### config.mk
export PLATFORM = sky130hd
export DESIGN_NAME = picoctrl_sequencer
export DESIGN_NICKNAME = d
export VERILOG_FILES = /design/src/rtl/picoctrl_sequencer.sv
export SDC_FILE = /design/constraint.sdc
export NUM_CORES = 1
export LEC_CHECK = 0
export ABC_CLOCK_PERIOD_IN_PS = 3000
export CORE_MARGIN = 3
export CORE_UTILIZATION = 48
export CTS_BUF_LIST = sky130_fd_sc_hd__clkbuf_4 sky130_fd_sc_hd__clkbuf_8
export CTS_CLUSTER_SIZE = 40
export DETAILED_ROUTE_END_ITERATION = 10
export PLACE_DENSITY = 0.86
export SYNTH_ARGS = -nofsm -noshare
export SYNTH_HDL_FRONTEND = slang
export SYNTH_SLANG_ARGS = --single-unit
### constraint.sdc
create_clock -name clk -period 3 [get_ports clk]
set_input_delay 0.45 -clock clk [delete_from_list [all_inputs] [get_ports clk]]
set_output_delay 0.45 -clock clk [all_outputs]
set_load 0.1 [all_outputs]
### src/rtl/picoctrl_sequencer.sv
// PicoCtrl fetch/execute core: two-stage pipeline over a combinational 16-bit instruction ROM.
// Optional instruction trace outputs are enabled with `define PICOCTRL_TRACE_EN.
module picoctrl_sequencer #(
    parameter int ADDR_W      = 5,
    parameter int SYNC_STAGES = 2
) (
    input  logic              clk,
    input  logic              reset_n,
    input  logic              run,
    output logic [ADDR_W-1:0] rom_addr,
    input  logic [15:0]       rom_data,
    input  logic [7:0]        cond_in,
    output logic [7:0]        reg0_out,
    output logic [7:0]        reg1_out,
    output logic [7:0]        reg2_out,
    output logic [7:0]        reg3_out,
    output logic [ADDR_W-1:0] exec_pc
`ifdef PICOCTRL_TRACE_EN
    ,
    output logic              trace_valid,
    output logic [ADDR_W-1:0] trace_pc,
    output logic [15:0]       trace_instr,
    output logic              trace_taken
`endif
);

    typedef enum logic [1:0] {
        ACT_NOP   = 2'b00,
        ACT_WRITE = 2'b01,
        ACT_JUMP  = 2'b10,
        ACT_ADD   = 2'b11
    } action_e;

    typedef struct packed {
        logic [2:0] sel;
        logic       val;
        action_e    act;
        logic [1:0] ridx;
        logic [7:0] imm;
    } instr_t;

    logic [7:0]        sync_q [SYNC_STAGES];
    logic [7:0]        cond_sync;

    logic [ADDR_W-1:0] pc_q, pc_d;
    instr_t            ir_q, ir_d;
    logic [ADDR_W-1:0] ir_pc_q, ir_pc_d;
    logic              ir_valid_q, ir_valid_d;
    logic [7:0]        regs_q [4];
    logic [7:0]        regs_d [4];

    logic              cond_true;
    logic              jump_taken;

    // Condition synchronizer keeps sampling regardless of run.
    always_ff @(posedge clk) begin
        if (!reset_n) begin
            for (int i = 0; i < SYNC_STAGES; i++) sync_q[i] <= '0;
        end else begin
            sync_q[0] <= cond_in;
            for (int i = 1; i < SYNC_STAGES; i++) sync_q[i] <= sync_q[i-1];
        end
    end

    assign cond_sync = sync_q[SYNC_STAGES-1];
    assign cond_true = (cond_sync[ir_q.sel] == ir_q.val);

    always_comb begin
        // NOTE: every signal gets a default first so no path leaves one unassigned and infers a latch.
        pc_d       = pc_q;
        ir_d       = ir_q;
        ir_pc_d    = ir_pc_q;
        ir_valid_d = ir_valid_q;
        regs_d     = regs_q;
        jump_taken = 1'b0;

        if (run) begin
            if (ir_valid_q && cond_true) begin
                case (ir_q.act)
                    ACT_WRITE: regs_d[ir_q.ridx] = ir_q.imm;
                    ACT_ADD:   regs_d[ir_q.ridx] = regs_q[ir_q.ridx] + ir_q.imm;
                    ACT_JUMP:  jump_taken = 1'b1;
                    default:   ;
                endcase
            end

            // The word fetched alongside a taken jump is loaded but marked invalid: one bubble.
            ir_d       = instr_t'(rom_data);
            ir_pc_d    = pc_q;
            ir_valid_d = !jump_taken;
            pc_d       = jump_taken ? ir_q.imm[ADDR_W-1:0] : pc_q + ADDR_W'(1);
        end
    end

    // NOTE: sequential state uses non-blocking assignments so every flop samples pre-edge values.
    always_ff @(posedge clk) begin
        if (!reset_n) begin
            pc_q       <= '0;
            ir_q       <= '0;
            ir_pc_q    <= '0;
            ir_valid_q <= 1'b0;
            // NOTE: the register file is tiny and architecturally visible, so it is reset explicitly.
            for (int i = 0; i < 4; i++) regs_q[i] <= '0;
        end else begin
            pc_q       <= pc_d;
            ir_q       <= ir_d;
            ir_pc_q    <= ir_pc_d;
            ir_valid_q <= ir_valid_d;
            for (int i = 0; i < 4; i++) regs_q[i] <= regs_d[i];
        end
    end

    assign rom_addr = pc_q;
    assign exec_pc  = ir_pc_q;
    assign reg0_out = regs_q[0];
    assign reg1_out = regs_q[1];
    assign reg2_out = regs_q[2];
    assign reg3_out = regs_q[3];

`ifdef PICOCTRL_TRACE_EN
    logic              trace_valid_q;
    logic [ADDR_W-1:0] trace_pc_q;
    logic [15:0]       trace_instr_q;
    logic              trace_taken_q;

    always_ff @(posedge clk) begin
        if (!reset_n) begin
            trace_valid_q <= 1'b0;
            trace_pc_q    <= '0;
            trace_instr_q <= '0;
            trace_taken_q <= 1'b0;
        end else begin
            trace_valid_q <= run && ir_valid_q;
            if (run && ir_valid_q) begin
                trace_pc_q    <= ir_pc_q;
                trace_instr_q <= ir_q;
                trace_taken_q <= cond_true;
            end
        end
    end

    assign trace_valid = trace_valid_q;
    assign trace_pc    = trace_pc_q;
    assign trace_instr = trace_instr_q;
    assign trace_taken = trace_taken_q;
`endif

endmodule

== Yosys cells after proc, flatten, opt, wreduce, memory -nomap -nowiden ==
Memory sizes are Yosys's and may differ from the RTL's.
Cells that the tools add are included.

* Flip-flop bits (word level): 59
* Memories kept: 1
* Bits in latches: 0
* Word-level logic and storage cells: 48
* Bits in writable memories: 16
* Memory bits (read-only): 0
* Output and inout bits: 42
* Input bits: 27

* Add/sub/neg operators: 2
* Divide/modulo/power cells: 0
* Reductions and logical operators: 5
* Mux-type cells: 18
* Shift-type cells: 0
* Bitwise logic cells: 3
* Multiply operators: 0
* Equality and inequality tests: 4
* Magnitude comparators: 3

{| class="wikitable"
|+ Memories
! memory !! depth !! width !! read ports !! clocked after Yosys merged registers in !! wr ports !! RTL line !! RTL
|-
| sync_q || 2 || 8 || 2 || 0 || 2 || 42 || <nowiki>logic [7:0] sync_q [SYNC_STAGES];</nowiki>
|}

{| class="wikitable"
|+ Operator list
! operator !! number
|-
| 32-bit bitwise mux || 2
|-
| 32-bit case mux with 2 select lines || 1
|-
| 8-bit two-way mux || 5
|-
| 8-bit binary-select mux with 2-bit select || 1
|-
| 8-bit demux with 2-bit select || 1
|-
| 8-bit adder || 1
|-
| 1-bit two-way mux || 6
|-
| 5-bit by 1-bit adder with 5-bit output, second input constant || 1
|-
| 5-bit two-way mux || 1
|-
| 2-bit == test, second input constant || 2
|-
| 3-bit by 4-bit less-than comparator with 1-bit output, second input constant || 1
|-
| 1-bit binary-select mux with 3-bit select || 1
|-
| 3-bit greater-or-equal comparator, second input constant || 1
|-
| 3-bit by 1-bit less-than comparator with 1-bit output, second input constant || 1
|-
| 2-bit NOT with 3-bit output || 1
|-
| 3-bit AND reduction || 1
|-
| 2-bit by 1-bit == test with 1-bit output, second input constant || 1
|-
| 1-bit logical AND || 2
|-
| 1-bit bitwise OR || 2
|-
| 2-bit nonzero test || 1
|-
| 1-bit == test || 1
|-
| 1-bit logical NOT || 1
|}

== Logic depth before layout (Yosys ltp) ==
Gate-level depths: netlist of run 1.

* Depth after elaboration: 7
* Gate-level depth with buffers: 9
* Gate-level depth less buffers: 8

== Worst setup path before layout of run 1 ==
No wires, ideal clock.

* Kind: reg-to-reg
* From: reg regs_q, in the netlist reg3_out[0]
* To: reg regs_q, in the netlist reg2_out[6]
* Stages on the path, launching flop included: 9
* Slack: 101 ps
* Library setup time: 137 ps
* Required time: 2863 ps
* Arrival time: 2762 ps
* Path buffers: 0
* Period minus slack after synthesis: 2899 ps
* Path through: dfxtp_1 > mux4_2 > ha_1 > fa_1 > a211oi_1 > nor2_1 > o21ai_0 > nor3b_1 > a211oi_1

* Longest elaborated chain between the ends: 6

{| class="wikitable"
|+ RTL lines
! element !! RTL line !! RTL
|-
| start, declared || 49 || <nowiki>logic [7:0] regs_q [4];</nowiki>
|-
| 8-bit binary-select mux with 2-bit select || 81 || <nowiki>ACT_ADD: regs_d[ir_q.ridx] = regs_q[ir_q.ridx] + ir_q.imm;</nowiki>
|-
| 8-bit two-way mux (not written as such) (2 in series) || 81 ||
|-
| 8-bit adder || 81 ||
|-
| 32-bit bitwise mux || 81 ||
|-
| 32-bit case mux with 2 select lines || 79 || <nowiki>case (ir_q.act)</nowiki>
|}

Every way passes these cells. The select of a mux whose other input is x is not followed.
A chain may end at the register's enable or synchronous reset.

== Worst setup path in the final report of run 1 ==
* From: reg ir_q[9] in the netlist's numbering
* To: reg regs_q, in the netlist reg1_out[7]

* Longest elaborated chain between the ends: 7
* Elaborated cells on any way between the ends: 13
* Those cells by class: add/sub: 1; order compare: 2; mux: 8; bitwise: 1; reduce/logical: 1

{| class="wikitable"
|+ RTL lines
! element !! RTL line !! RTL
|-
| start, declared || 46 || <nowiki>instr_t ir_q, ir_d;</nowiki>
|-
| start signal, assigned || 106 || <nowiki>ir_q <= ir_d;</nowiki>
|-
| 2-bit NOT with 3-bit output (not written as such) * || 80, 81 ||
|-
| 8-bit binary-select mux with 2-bit select, or another cell as far along || 81 ||
|-
| 8-bit two-way mux (not written as such) or 1-bit logical AND (tied branches) || 81, 80 ||
|-
| 8-bit two-way mux, on equally long branches || 81, 80 ||
|-
| 8-bit adder or 8-bit demux with 2-bit select (tied branches) || 81, 80 ||
|-
| 32-bit bitwise mux, on equally long branches || 81, 80 ||
|-
| 32-bit case mux with 2 select lines * || 79 ||
|}

Every way passes the cells marked *; elsewhere a longest branch is shown, timed or not. The select of a mux whose other input is x is not followed.

==> results of run 1 <==
-- report_power, final --
| group | internal [mW] | leakage (nW) | total, mW | switching (mW) |
|---|---|---|---|---|
| logic | 0.100 | 1.03 | 0.240 | 0.140 |
| clock network | 0.475 | 0.114 | 0.867 | 0.392 |
| registers | 1.03 | 0.612 | 1.06 | 0.0295 |
| total | 1.60 | 1.76 | 2.16 | 0.562 |
-- how the worst max path moves through the flow --
stage,start,endpoint,slack [ns],depth (start not counted)
5_1_grt,ir_q[9]$_SDFFE_PN0P_,reg1_out[7]$_SDFFE_PN0P_,-0.004,8
3_3_place_gp,ir_q[9]$_SDFFE_PN0P_,reg2_out[6]$_SDFFE_PN0P_,0.31,9
3_5_place_dp,ir_q[9]$_SDFFE_PN0P_,reg3_out[5]$_SDFFE_PN0P_,0.22,8
2_1_floorplan,reg3_out[0]$_SDFFE_PN0P_,reg2_out[6]$_SDFFE_PN0P_,0.10,8
4_1_cts,ir_q[9]$_SDFFE_PN0P_,reg0_out[5]$_SDFFE_PN0P_,0.14,8
6_report,ir_q[9]$_SDFFE_PN0P_,reg1_out[7]$_SDFFE_PN0P_,0.17,8
-- cells in the mapped netlist (2+ instances only) --
master / n
a211oi_1: 21
a21o_1: 2
a21oi_1: 2
a31oi_1: 11
and2_1: 17
buf_1: 3
buf_2: 4
clkbuf_1: 15
dfxtp_1: 75
ha_1: 8
mux2i_1: 43
mux4_1: 2
mux4_2: 8
nand2_1: 11
nand3_1: 6
nand3b_1: 4
nand4_1: 2
nand4b_1: 2
nor2_1: 55
nor2b_1: 5
nor3_1: 4
nor3b_1: 4
o21ai_0: 15
or4b_1: 2
-- cells by family (layout without fill, tap and decap cells) --
family,count (synthesis),in the layout
simple gates,118,118
flops,75,75
compound gates,58,58
fa+ha+maj,9,9
mux,54,54
buf+inv,24,97
xor+xnor,1,1
-- layout by cell type, fill, tap and decap left out, drive strengths merged, types with 2 or more instances in the layout --
cell / n
clkbuf: 9
dfxtp: 75
a31oi: 11
a21oi: 2
bufinv: 2
nand3b: 4
nand4b: 2
and2: 17
clkinv: 3
a21o: 2
mux2i: 44
mux4: 10
or4b: 2
nand4: 2
nor3b: 4
inv: 4
nand3: 6
clkdlybuf4s50: 25
ha: 8
a211oi: 21
nand2: 11
buf: 54
nor3: 4
o21ai: 15
nor2: 55
nor2b: 5
-- stage by stage --
step,hold WS [ns],utilization (%),std cells,cell area (um2)
6_report,0.438,65.2,505,4300
5_1_grt,0.450,65.2,505,4300
4_1_cts,0.439,65.0,505,4290
3_5_place_dp,0.418,61.6,489,4070
3_3_place_gp,0.419,61.6,489,4070
2_1_floorplan,0.412,-,339,3390
-- final cells by class --
type | count | share of cell area, %
Inverter | 2 | 0.174
Multi-Input combinational cell | 240 | 41.9
Sequential cell | 75 | 34.9
Clock buffer | 9 | 2.88
Timing Repair Buffer | 79 | 15.2
Clock inverter | 7 | 2.33
Tap cell | 93 | 2.70
-- state kept, by name, summed over array words and instances, names as in the netlist --
name	cells
ir_q	16
reg2_out	8
reg0_out	8
rom_addr	5
ir_valid_q	1
reg1_out	8
reg3_out	8
exec_pc	5
sync_q	16
-- metal layers --
| layer | part of all wire, % | wire length [um] | vias to the layer above |
|---|---|---|---|
| met5 | 0 | 0 | - |
| met4 | 1.8 | 148 | 0 |
| met3 | 6.5 | 528 | 16 |
| met2 | 48 | 3950 | 104 |
| met1 | 43 | 3530 | 1355 |
| li1 | - | - | 1365 |
==> metrics.md, run 1 <==
| Metric | Value |
|---|---|
| Fin crit period | 2.83 ns |
| Worst VDD drop | 0.235 mV |
| Fraction of synthesized area in multiplexers | a little over 20% |
| Hold path endpoint | sync_q[0][14]$_SDFF_PN0_ |
| Worst path max stage delay | between 0.5 and 0.6 ns |
| Transition time of the tightest slew-check pin | 0.872 ns |
| Status | finished clean |
| Diodes inserted | 0 |
| Setup crit end kind | flip-flop |
| Pre-antenna DRT Iters | 4 |
| Post-route DRC | 0 |
| I/O Buffers | 68 |
| Skew final | approximately 0.0085 ns |
| Skew-Pair Late Insertion Delay | ~0.35 ns |
| Main synth FF type | dfxtp_1 |
| R2r startpoint | ir_q[9]$_SDFFE_PN0P_ |
| First-pass GRT wire length | around 13 mm |
| Initial DRC count | about 150 |
| Number of synthesized flops with an enable pin | 0 |
| H-tree levels | 3 |
| Busiest grt layer | met2 |
| Routed wire length | about 8 mm |
| Reg area | 1500 um2 |
| CTS clk-pin slew, worst paths | 0.08 ns |
| Share of layout cells above drive strength 1 | between 20% and 30% |
| Hold Crit Depth | 1 |
| Area of the multi-input gates | 1800 um2 |
| Final setup vio count | 0 |
| Die W | 90.0 um |
| Cell Area, Synth | 3390 um2 |
| Row count | 29 |
| Leakage | between 1.5 and 2 nW |
| Core Footprint | about 6600 um2 |
| Post-synth top area share | 44.3% |
| I/O Pins | 69 |
| Fraction of synthesized cell area in xor and xnor cells | less than 1% |
| CP Launch Type | flip-flop |
| Global Route met2 Usage | between 30% and 40% |
| Max-cap violations | 0 |
| Post-Synth Adder-Cell Area | ~3.5% |
| Slew HR | a little over two fifths |
| Reg2Reg Depth | 8 |
| R2R Path End | reg1_out[7]$_SDFFE_PN0P_ |
| Crit-path slowest cell | mux4_2 |
| Met1 Track Usage GR | approximately a quarter |
| Area leader, netlist | dfxtp_1 |
| Hold WC Path Type | reg2reg |
| # nets final | roughly 440 |
| Final-report max-slew violation count | 0 |
| GRT met3 Usage | slightly above 5% |
| Synthesized area per cell | approximately 10 um2 |
| Setup Crit Path Kind | reg2reg |
| Post-CTS setup buffers | 0 |
| Post-CTS Hold Fix Bufs | 0 |
| Filler Cell Count | approximately 550 |
| Initial antenna violation count | 0 |
| Vias in the first global route | roughly 2800 |
| Top delay family on crit path | compound AO/OA/AOI/OAI gates |
| Crit share post-route | 94.3% |
| GRT Total Usage | 20.6% |
| Synth Area in Compound Gates | 11.4% |
| Initial Util | between 50% and 60% |
| Setup ws final | around 0.17 ns |
| Via Count | 2840 |
| CP required | around 3.2 ns |
| TritonCTS clock tree | done |
| Max frequency | 353 MHz |
| Number of buffer and inverter instances along the worst setup path | 1 |
| Worst Hold Launch | sync_q[0][6]$_SDFF_PN0_ |
| R2r setup slk | between 0.15 and 0.2 ns |
| Gate Count Post-Synth | 339 |
| DP Worst Slack | 0.220 ns |
| Pin count of the biggest net entering global routing | 54 |
| DRT antenna net count | 0 |
| Placer Congestion | between 0.9 and 1 |
| CP max FO | 9 |
| Worst Path Arrival | between 3 and 4 ns |
| Clock Sink Count | 75 |
| Yosys cell types | 42 |
| Die H | ~90 um |
| Synthesized flop and latch total | 75 |
| Area delta synth->final | 27.1% |
| Largest family of logic cells by synthesized area | multiplexers |
| Number of CTS-inserted buffers | 9 |
| Vias/cell | roughly 5.6 |
| Grt total ovfl | 0 |
| Sequential element share of the synthesized area | around 44% |
| Syn nets | 375 |
| Async SR Flop Fraction | 0% |
| PD cells | a little over 500 nW/um2 |
| Largest cells by area after synthesis | dfxtp_1 (44%), mux2i_1 (13%), nor2_1 (6.1%), mux4_2 (5.3%), a211oi_1 (4.7%) |
| Simple-gate share of the synthesized area | between 15 and 20% |
| Setup TNS | 0 ns |
| Crit-path cells | buf_4 -> mux4_2 -> ha_1 -> a211oi_1 -> nor2_2 -> o31a_1 -> o211ai_1 -> a31oi_1 |
| HPWL after DPL | 5.63 mm |
| Synth Warn # | 0 |
| Die area | a little over 8000 um2 |
| Root Buffer | clkbuf_8 |
| CTS max path bufs | 2 |
| CTS resizes | 0 |
| Avg WL per Cell | 16.2 um |
| Total power after layout | between 2 and 2.5 mW |
| Final Hold Viols | 0 |
Note: power is estimated with default switching activity, not from simulation.
==> run 2: changes to the inputs <==
--- a/config.mk
+++ b/config.mk
@@ -9,8 +9,9 @@
 export CORE_MARGIN = 3
 export CORE_UTILIZATION = 48
 export CTS_BUF_LIST = sky130_fd_sc_hd__clkbuf_4 sky130_fd_sc_hd__clkbuf_8
-export CTS_CLUSTER_SIZE = 40
+export CTS_CLUSTER_SIZE = 30
 export DETAILED_ROUTE_END_ITERATION = 10
+export MAX_ROUTING_LAYER = met4
 export PLACE_DENSITY = 0.86
 export SYNTH_ARGS = -nofsm -noshare
 export SYNTH_HDL_FRONTEND = slang
==> run 2 against run 1 <==
  * Combinational power about the same
  * Sequential cell count is the same
  * Via count is 1.9% lower
  * Global-route usage rose by 0.33 points
  * Hold slack worse by 0.0049 ns
  * Sequential power is essentially flat
==> metrics.md, run 2 (same netlist as run 1, synthesis figures left out) <==
| Metric | Value |
|---|---|
| Routed wire length | 8.04 mm (was 8.16 mm) |
| Pin count of the biggest net entering global routing | 54 (unchanged) |
| Flop pwr share | 51.2% (was 48.8%) |
| Share of layout cells above drive strength 1 | 20.4% (unchanged) |
| Reg area | 1500 um2 (unchanged) |
| Avg WL per Cell | 15.9 um (was 16.2 um) |
| Psw | 0.606 mW (was 0.562 mW) |
| Final core utilization | 64.8% (was 65.2%) |
| Crit share post-route | 95.8% (was 94.3%) |
| Leading cell type in the layout, fill and taps excluded | dfxtp_1 (unchanged) |
| I/O Buffers | 68 (unchanged) |
| Placed cell count | 489 (unchanged) |
| DP Worst Slack | 0.188 ns (was 0.220 ns) |
| Most frequent cells in the layout | dfxtp_1 (75), nor2_1 (55), buf_4 (53) (was dfxtp_1 (75), nor2_1 (54), buf_4 (53)) |
| CP Launch Type | flip-flop (unchanged) |
| CTS max path bufs | 2 (unchanged) |
| Final-report max-slew violation count | 0 (unchanged) |
| Vias/cell | 5.52 (was 5.62) |
| Final setup vio count | 0 (unchanged) |
| CP max FO | 9 (unchanged) |
| Critical Path Sink | reg2_out[7]$_SDFFE_PN0P_ (was reg1_out[7]$_SDFFE_PN0P_) |
| Area of the multi-input gates | 1800 um2 (about the same) |
| Skew-Pair Late Insertion Delay | 0.35 ns (about the same) |
| Setup ws final | 0.127 ns (was 0.171 ns) |
| Reg2Reg Depth | 8 (unchanged) |
| H-tree levels | 3 (unchanged) |
| Worst path max stage delay | 0.55 ns (was 0.56 ns) |
| Number of buffer and inverter instances along the worst setup path | 1 (unchanged) |
| Initial antenna violation count | 0 (unchanged) |
| Worst Path Arrival | 3.10 ns (was 3.05 ns) |
| Setup TNS | 0 ns (unchanged) |
| HPWL after DPL | 5.77 mm (was 5.63 mm) |
| Final Hold Viols | 0 (unchanged) |
| CTS clk-pin slew, worst paths | 0.10 ns (was 0.08 ns) |
| Post-CTS setup buffers | 0 (unchanged) |
| Post-route DRC | 0 (unchanged) |
| Clock power share | 37.2% (was 40.1%) |
| Number of CTS-inserted buffers | 9 (unchanged) |
| Sw Ratio | 29.4% (was 26.0%) |
| Clock Sink Count | 75 (unchanged) |
| Slew HR | 40.6% (was 41.9%) |
| CP required | 3.22 ns (about the same) |
| Die W | 90.0 um (unchanged) |
| # nets final | 443 (unchanged) |
| Die area | 8100 um2 (unchanged) |
| Setup crit end kind | flip-flop (unchanged) |
| Stages on the worst setup path | 8 (unchanged) |
| Filler Cell Count | 573 (was 545) |
| Vias in the first global route | 2724 (was 2756) |
| R2R Path End | reg2_out[7]$_SDFFE_PN0P_ (was reg1_out[7]$_SDFFE_PN0P_) |
| Via Count | 2787 (was 2840) |
| Fin crit period | 2.87 ns (was 2.83 ns) |
| Initial DRC count | 146 (was 148) |
| Biggest regs | ir_q: 16 flops, sync_q: 16 flops (unchanged) |
| GRT Total Usage | 21.0% (was 20.6%) |
| Crit-path slowest cell | mux4_2 (unchanged) |
| Placer Congestion | 0.957 (was 0.952) |
| Area delta synth->final | 26.5% (was 27.1%) |
| I/O Pins | 69 (unchanged) |
| Logic pwr share | 11.6% (was 11.1%) |
| Setup Crit Path Kind | reg2reg (unchanged) |
| First-pass GRT wire length | 13.4 mm (was 13.5 mm) |
| Diodes inserted | 0 (unchanged) |
| Max-cap violations | 0 (unchanged) |
| R2r startpoint | ir_q[9]$_SDFFE_PN0P_ (unchanged) |
| Core Footprint | 6600 um2 (unchanged) |
| Root Buffer | clkbuf_8 (unchanged) |
| Transition time of the tightest slew-check pin | 0.889 ns (was 0.872 ns) |
| Leakage | 1.75 nW (was 1.76 nW) |
| Row count | 29 (unchanged) |
| Layout Cells excl Fill | 505 (unchanged) |
| Status | finished clean (unchanged) |
| TritonCTS clock tree | done (unchanged) |
| Total power after layout | 2.06 mW (was 2.16 mW) |
| PD cells | 482 nW/um2 (was 503 nW/um2) |
| Top delay family on crit path | multiplexers (was compound AO/OA/AOI/OAI gates) |
| Critical Path Start | ir_q[9]$_SDFFE_PN0P_ (unchanged) |
| Crit-path cells | buf_4 -> mux4_2 -> ha_1 -> o21ai_0 -> nor2_1 -> o31a_1 -> mux2i_2 -> a31oi_1 (was buf_4 -> mux4_2 -> ha_1 -> a211oi_1 -> nor2_2 -> o31a_1 -> o211ai_1 -> a31oi_1) |
| P_int | 1.46 mW (was 1.60 mW) |
| Grt total ovfl | 0 (unchanged) |
| DRT antenna net count | 0 (unchanged) |
| Die H | 90.0 um (unchanged) |
| Hold WC Path Type | reg2reg (unchanged) |
| Skew final | 0.00949 ns (was 0.00854 ns) |
| Worst VDD drop | 0.322 mV (was 0.235 mV) |
| Max frequency | 348 MHz (was 353 MHz) |
| Initial Util | 51.3% (unchanged) |
| R2r setup slk | 0.13 ns (was 0.17 ns) |
| Pre-antenna DRT Iters | 4 (unchanged) |
-- run 2: worst min-delay path by stage --
stage / from / to / cells after the start
floorplan: sync_q[0][2]$_SDFF_PN0_ / sync_q[0][10]$_SDFF_PN0_ / 1
global placement: sync_q[0][3]$_SDFF_PN0_ / sync_q[0][11]$_SDFF_PN0_ / 1
detailed placement: sync_q[0][6]$_SDFF_PN0_ / sync_q[0][14]$_SDFF_PN0_ / 1
CTS: sync_q[0][3]$_SDFF_PN0_ / sync_q[0][11]$_SDFF_PN0_ / 1
global route: sync_q[0][3]$_SDFF_PN0_ / sync_q[0][11]$_SDFF_PN0_ / 1
finish: sync_q[0][3]$_SDFF_PN0_ / sync_q[0][11]$_SDFF_PN0_ / 1
-- run 2: timing repair --
action | 4_1_cts | 5_1_grt
endpoints found under the setup margin | 0 | 11
resized for setup | 0 | 4
hold buffers | 0 | 0
-- run 2: layout make-up --
class / instances / area share (%)
Clock buffer: 9 / 2.89
Tap cell: 93 / 2.72
Sequential cell: 75 / 35.1
Inverter: 2 / 0.175
Clock inverter: 7 / 1.78
Multi-Input combinational cell: 240 / 42.1
Timing Repair Buffer: 79 / 15.3
-- run 2: routing by layer --
| metal | track usage, % | vias up | share of wire, % |
|---|---|---|---|
| li1 | - | 1369 | - |
| met1 | 26.4 | 1315 | 45 |
| met2 | 33.1 | 87 | 47 |
| met3 | 4.09 | 16 | 5.8 |
| met4 | 8.93 | 0 | 1.8 |
| met5 | - | - | 0 |
-- run 2: power by group through the flow --
stage / clock (mW) / combinational [mW] / sequential, mW
floorplan: 0 / 0.117 / 1.12
global placement: 0 / 0.234 / 1.08
detailed placement: 0 / 0.238 / 1.08
CTS: 0.783 / 0.239 / 1.06
global route: 0.824 / 0.260 / 1.06
finish: 0.768 / 0.239 / 1.06
-- run 2: stage by stage --
stage	hold WS [ns]	cell area, um2
6_report	0.433	4280
3_3_place_gp	0.417	4070
2_1_floorplan	0.412	3390
3_5_place_dp	0.418	4070
5_1_grt	0.460	4280
4_1_cts	0.437	4270
